### config.mk
export PLATFORM = sky130hd
export DESIGN_NAME = aes_input_loader_flat
export DESIGN_NICKNAME = d
export VERILOG_FILES = /design/src/rtl/aes_pkg.sv /design/src/rtl/aes_input_loader_if.sv /design/src/rtl/aes_word_packer.sv /design/src/rtl/aes_input_loader.sv /design/src/flat_wrapper.sv
export SDC_FILE = /design/constraint.sdc
export NUM_CORES = 1
export LEC_CHECK = 0
export ABC_AREA = 1
export BUFFER_PORTS_ARGS = -buffer_cell sky130_fd_sc_hd__buf_2
export CORE_MARGIN = 4
export CORE_UTILIZATION = 33
export CTS_CLUSTER_DIAMETER = 120
export DETAILED_ROUTE_END_ITERATION = 7
export GPL_TIMING_DRIVEN = 1
export MAX_ROUTING_LAYER = met4
export PLACE_DENSITY = 0.62
export SYNTH_ARGS = -nofsm -noshare
export SYNTH_HDL_FRONTEND = slang
export SYNTH_SLANG_ARGS = --single-unit
export TNS_END_PERCENT = 100
### constraint.sdc
create_clock -name clk -period 21 [get_ports clk]
set_clock_uncertainty 0.15 [all_clocks]
set_input_delay 5.25 -clock clk [delete_from_list [all_inputs] [get_ports clk]]
set_output_delay 5.25 -clock clk [all_outputs]
set_load 0.005 [all_outputs]
### src/rtl/aes_pkg.sv
// Shared AES-128 widths and loader state encoding for the word-serial front end.
package aes_pkg;

  localparam int AES_BLK_W         = 128;
  localparam int AES_WORD_W        = 32;
  localparam int AES_WORDS_PER_BLK = 4;
  localparam int AES_WCNT_W        = $clog2(AES_WORDS_PER_BLK);

  localparam logic [AES_WCNT_W-1:0] WCNT_LAST = AES_WCNT_W'(AES_WORDS_PER_BLK - 1);

  typedef enum logic [1:0] {
    LOAD_KEY,
    LOAD_PT,
    PRESENT
  } loader_state_e;

endpackage

### src/rtl/aes_input_loader_if.sv
// Word-in / block-out handshake bundle of the AES input loader.
// newKey exists only when AES_KEY_REUSE_EN is defined.
interface aes_input_loader_if;
  import aes_pkg::*;

  logic                  inValid;
  logic                  inReady;
  logic [AES_WORD_W-1:0] inWord;
  logic                  outValid;
  logic                  outReady;
  logic [0:AES_BLK_W-1]  rndDataOut;
  logic [0:AES_BLK_W-1]  rk0;
`ifdef AES_KEY_REUSE_EN
  logic                  newKey;

  modport master (
    output inValid, inWord, outReady, newKey,
    input  inReady, outValid, rndDataOut, rk0
  );

  modport slave (
    input  inValid, inWord, outReady, newKey,
    output inReady, outValid, rndDataOut, rk0
  );
`else
  modport master (
    output inValid, inWord, outReady,
    input  inReady, outValid, rndDataOut, rk0
  );

  modport slave (
    input  inValid, inWord, outReady,
    output inReady, outValid, rndDataOut, rk0
  );
`endif

endinterface

### src/rtl/aes_word_packer.sv
// 128-bit word shift register: each load shifts one 32-bit word in at the low end,
// so after four loads the first word sits in bits [0:31].
module aes_word_packer
  import aes_pkg::*;
(
  input  logic                  clk,
  input  logic                  rst,
  input  logic                  ld_i,
  input  logic                  clr_i,
  input  logic [AES_WORD_W-1:0] word_i,
  output logic [0:AES_BLK_W-1]  blk_o
);

  logic [0:AES_BLK_W-1] data_q, data_d;

  always_comb begin
    data_d = data_q;
    if (clr_i) begin
      data_d = '0;
    end else if (ld_i) begin
      data_d = {data_q[AES_WORD_W:AES_BLK_W-1], word_i};
    end
  end

  always_ff @(posedge clk or posedge rst) begin
    if (rst) begin
      data_q <= '0;
    end else begin
      data_q <= data_d;
    end
  end

  // Block as it stands after this edge, so a capture includes the word arriving now.
  assign blk_o = data_d;

endmodule

### src/rtl/aes_input_loader.sv
// AES-128 word-serial input loader: packs key and plaintext words, applies the
// round-0 AddRoundKey and presents the block. AES_KEY_REUSE_EN enables key reuse via newKey.
module aes_input_loader
  import aes_pkg::*;
(
  input logic               clk,
  input logic               rst,
  aes_input_loader_if.slave bus
);

  loader_state_e         state_q, state_d;
  logic [AES_WCNT_W-1:0] wcnt_q, wcnt_d;
  logic [0:AES_BLK_W-1]  rnd_q, rk0_q;
  logic [0:AES_BLK_W-1]  key_blk, pt_blk;
  logic                  key_ld, pt_ld, key_clr, pt_clr, capture;
  logic                  reuse_key;

`ifdef AES_KEY_REUSE_EN
  assign reuse_key = !bus.newKey;
`else
  assign reuse_key = 1'b0;
`endif

  aes_word_packer u_key_packer (
    .clk    (clk),
    .rst    (rst),
    .ld_i   (key_ld),
    .clr_i  (key_clr),
    .word_i (bus.inWord),
    .blk_o  (key_blk)
  );

  aes_word_packer u_pt_packer (
    .clk    (clk),
    .rst    (rst),
    .ld_i   (pt_ld),
    .clr_i  (pt_clr),
    .word_i (bus.inWord),
    .blk_o  (pt_blk)
  );

  always_comb begin
    state_d = state_q;
    wcnt_d  = wcnt_q;
    key_ld  = 1'b0;
    pt_ld   = 1'b0;
    key_clr = 1'b0;
    pt_clr  = 1'b0;
    capture = 1'b0;
    unique case (state_q)
      LOAD_KEY: begin
        if (bus.inValid) begin
          key_ld = 1'b1;
          wcnt_d = wcnt_q + 1'b1;
          if (wcnt_q == WCNT_LAST) begin
            state_d = LOAD_PT;
            wcnt_d  = '0;
          end
        end
      end
      LOAD_PT: begin
        if (bus.inValid) begin
          pt_ld  = 1'b1;
          wcnt_d = wcnt_q + 1'b1;
          if (wcnt_q == WCNT_LAST) begin
            state_d = PRESENT;
            wcnt_d  = '0;
            capture = 1'b1;
          end
        end
      end
      PRESENT: begin
        if (bus.outReady) begin
          pt_clr = 1'b1;
          wcnt_d = '0;
          // A retained key skips straight to plaintext loading.
          if (reuse_key) begin
            state_d = LOAD_PT;
          end else begin
            state_d = LOAD_KEY;
            key_clr = 1'b1;
          end
        end
      end
      default: begin
        state_d = LOAD_KEY;
        wcnt_d  = '0;
      end
    endcase
  end

  always_ff @(posedge clk or posedge rst) begin
    if (rst) begin
      state_q <= LOAD_KEY;
      wcnt_q  <= '0;
      rnd_q   <= '0;
      rk0_q   <= '0;
    end else begin
      state_q <= state_d;
      wcnt_q  <= wcnt_d;
      if (capture) begin
        rnd_q <= pt_blk ^ key_blk;
        rk0_q <= key_blk;
      end
    end
  end

  assign bus.inReady    = (state_q != PRESENT);
  assign bus.outValid   = (state_q == PRESENT);
  assign bus.rndDataOut = rnd_q;
  assign bus.rk0        = rk0_q;

endmodule

### src/flat_wrapper.sv
// flat-port wrapper written by rule: the top's interface ports become plain ports
module aes_input_loader_flat import aes_pkg::*;
  (clk, rst, bus_inValid, bus_inWord, bus_outReady, bus_inReady, bus_outValid, bus_rndDataOut, bus_rk0);
  aes_input_loader_if bus_i ();
  input logic clk;
  input logic rst;
  input wire logic [$bits(bus_i.inValid)-1:0] bus_inValid;
  input wire logic [$bits(bus_i.inWord)-1:0] bus_inWord;
  input wire logic [$bits(bus_i.outReady)-1:0] bus_outReady;
  output wire logic [$bits(bus_i.inReady)-1:0] bus_inReady;
  output wire logic [$bits(bus_i.outValid)-1:0] bus_outValid;
  output wire logic [$bits(bus_i.rndDataOut)-1:0] bus_rndDataOut;
  output wire logic [$bits(bus_i.rk0)-1:0] bus_rk0;
  assign bus_i.inValid = bus_inValid;
  assign bus_i.inWord = bus_inWord;
  assign bus_i.outReady = bus_outReady;
  assign bus_inReady = bus_i.inReady;
  assign bus_outValid = bus_i.outValid;
  assign bus_rndDataOut = bus_i.rndDataOut;
  assign bus_rk0 = bus_i.rk0;
  aes_input_loader u_core (.clk(clk), .rst(rst), .bus(bus_i));
endmodule
==> run summary <==
Status = finished clean
1st-iter DRT viols = 1713
All-Layer GR Usage = 19.13%
Clock sinks = 516
WHS = 0.3212 ns
H-tree depth = 2
Syn. warnings = 0
Critical-path maximum fanout = 126
Share of layout cells above drive strength 1 = 13.15%
CP arrival = 9.34 ns
Min Tclk post-route = 8.901 ns
Clk_lat worst skew = 0.60 ns
Async SR Flop Fraction = 100.0%
Wire length of the first global-routing pass = 110400 um
Largest area contributor in the netlist = dfrtp_1
Period utilization = 42.39%
Final instance area = 27050 um2
Root buf cell = clkbuf_16
Via count = 19610
Startpoint types = primary input
Clock transition at path regs = 0.06 ns
Total CTS buffers = 56
CP required = 21.44 ns
Synth top cells by count = nand2_1 (1282), dfrtp_1 (516), nand3_1 (384)
Most instantiated library cell after synthesis = nand2_1
Post-synth EDFFs = 0
Post-CTS Setup Inserts = 0
Max-slew violations = 0
Netlist cell types = 22
Sequential-to-total area share from yosys stat = 55.58%
Syn Area/Cell = 7.962 um2
Final Hold Viols = 0
Hold Buf Count CTS = 0
Wire per inst = 17.16 um
Max clock buf depth = 3
Max IR drop VDD = 0.07909 mV
Detailed Place HPWL = 43460 um
Core area = 69910 um2
Max_cap viols = 0
IO Count = 294
Fmax = 112.3 MHz
Cells after Synth = 2918
Final net count = 3126
Post-synth net total = 2955
Synth area leaders = dfrtp_1 (56%), nand2_1 (21%), nand3_1 (8.3%)
Post-Route Setup TNS = 0 ns
Die ar. = 74710 um2
Top-area cell type share of the netlist area = 55.58%
Final ANT Viol Nets = 0
Drt pass-1 iters = 5
Mapped Area = 23230 um2
Starting density of the core = 33.23%
Hold Crit Class = reg -> reg
Final setup fails = 0
Final core occ = 38.70%
Post_cts resized = 0
CP Capture Type = async pin
Crit path kind = in -> async
Largest net degree at the start of global routing = 231
Antenna violations before repair = 3
RSZ-0062 raised after global routing = false
Die W = 273.3 um
DRC viols = 0
Leakage power = 16.09 nW
Measured slew at the worst slew-check pin = 1.331 ns
Drt via density = 4.809
CTS tree = done
Post-DP Area = 25070 um2
Register bit total from synthesis = 516
Overflow after GRT = 0
Placer Congestion = 0.7989
Layout area overhead = 16.43%
Vias in the first global route = 18680
PortBufs = 293
Row cnt = 97
Die Ht = 273.3 um
Top FF cell, synth = dfrtp_1
Power Dens Cells = 154.1 nW/um2
Slew headroom = 11.27%
Drt total wl = 69970 um
stage by stage:
step	setup slack (ns)	std cells	total power [mW]
3_5_place_dp	11.22	3971	3.137
5_1_grt	11.37	4075	4.515
2_1_floorplan	1.187	2918	2.579
6_report	12.10	4077	4.168
4_1_cts	11.88	4072	4.213
3_3_place_gp	11.23	3971	3.110
logic make-up after synthesis:
family / share of synthesized area, %
fa+ha+maj: 0.05384
buf+inv: 8.724
simple gates: 32.78
flops: 55.58
compound gates: 2.865
final cells by class:
cell class | instances | area (um2)
Clock buffer | 84 | 1698
Timing Repair Buffer | 311 | 1635
Clock inverter | 17 | 270.3
Inverter | 267 | 1020
Multi-Input combinational cell | 1937 | 8323
Sequential cell | 516 | 12920
Fill cell | 7167 | 42860
Tap cell | 940 | 1176
Antenna cell | 5 | 12.51
path summary, 6_finish.rpt:
| check | from | to | slack (ns) | cells past startpoint |
|---|---|---|---|---|
| max | rst | u_core.bus.rndDataOut[109] | 12.10 | 6 |
| min | u_core.bus.rndDataOut[67] | u_core.bus.rndDataOut[67] | 0.32 | 2 |
| max reg2reg | u_core.state_q[1] | u_core.bus.rndDataOut[109] | 16.24 | 7 |
| min reg2reg | u_core.bus.rndDataOut[67] | u_core.bus.rndDataOut[67] | 0.32 | 2 |
| max in group clk | bus_inValid | u_core.bus.rndDataOut[109] | 12.24 | 7 |
| min in group asynchronous | rst | u_core.bus.rndDataOut[34] | 4.67 | 2 |
critical path, stage by stage:
cell and delay [ns]:
buf_2 0.13, inv_8 0.58, buf_4 0.87, buf_4 0.68, buf_4 0.75, buf_4 0.88
power breakdown:
part | internal (mW) | switching [mW]
registers | 1.40 | 0.270
clock network | 0.640 | 0.410
logic | 0.488 | 0.956
cell usage in the layout (no fill, tap or decap), drive strengths merged, types with 5 or more instances in the layout:
cell type  netlist  layout
buf            139     310
bufinv           0       7
clkbuf          59      85
clkinv           0       6
dfrtp          516     516
diode            0       5
inv            267     267
nand2         1283    1283
nand3          385     385
nand4          131     131
o21ai          132     132
flip-flops by register name, indices dropped and copies added, names as in the netlist:
| signal | flops |
|---|---|
| u_core.wcnt_q | 2 |
| u_core.u_pt_packer.data_q | 128 |
| u_core.bus.rndDataOut | 128 |
| u_core.bus.rk0 | 128 |
| u_core.state_q | 2 |
| u_core.u_key_packer.data_q | 128 |
layer usage:
metal | track usage (%) | wire length [um] | up-vias
li1 | - | - | 9631
met1 | 28.39 | 34460 | 9314
met2 | 26.37 | 28830 | 547
met3 | 3.690 | 4631 | 114
met4 | 5.841 | 2051 | 0
met5 | - | 0 | -
Power figures use the tool's default switching activity.
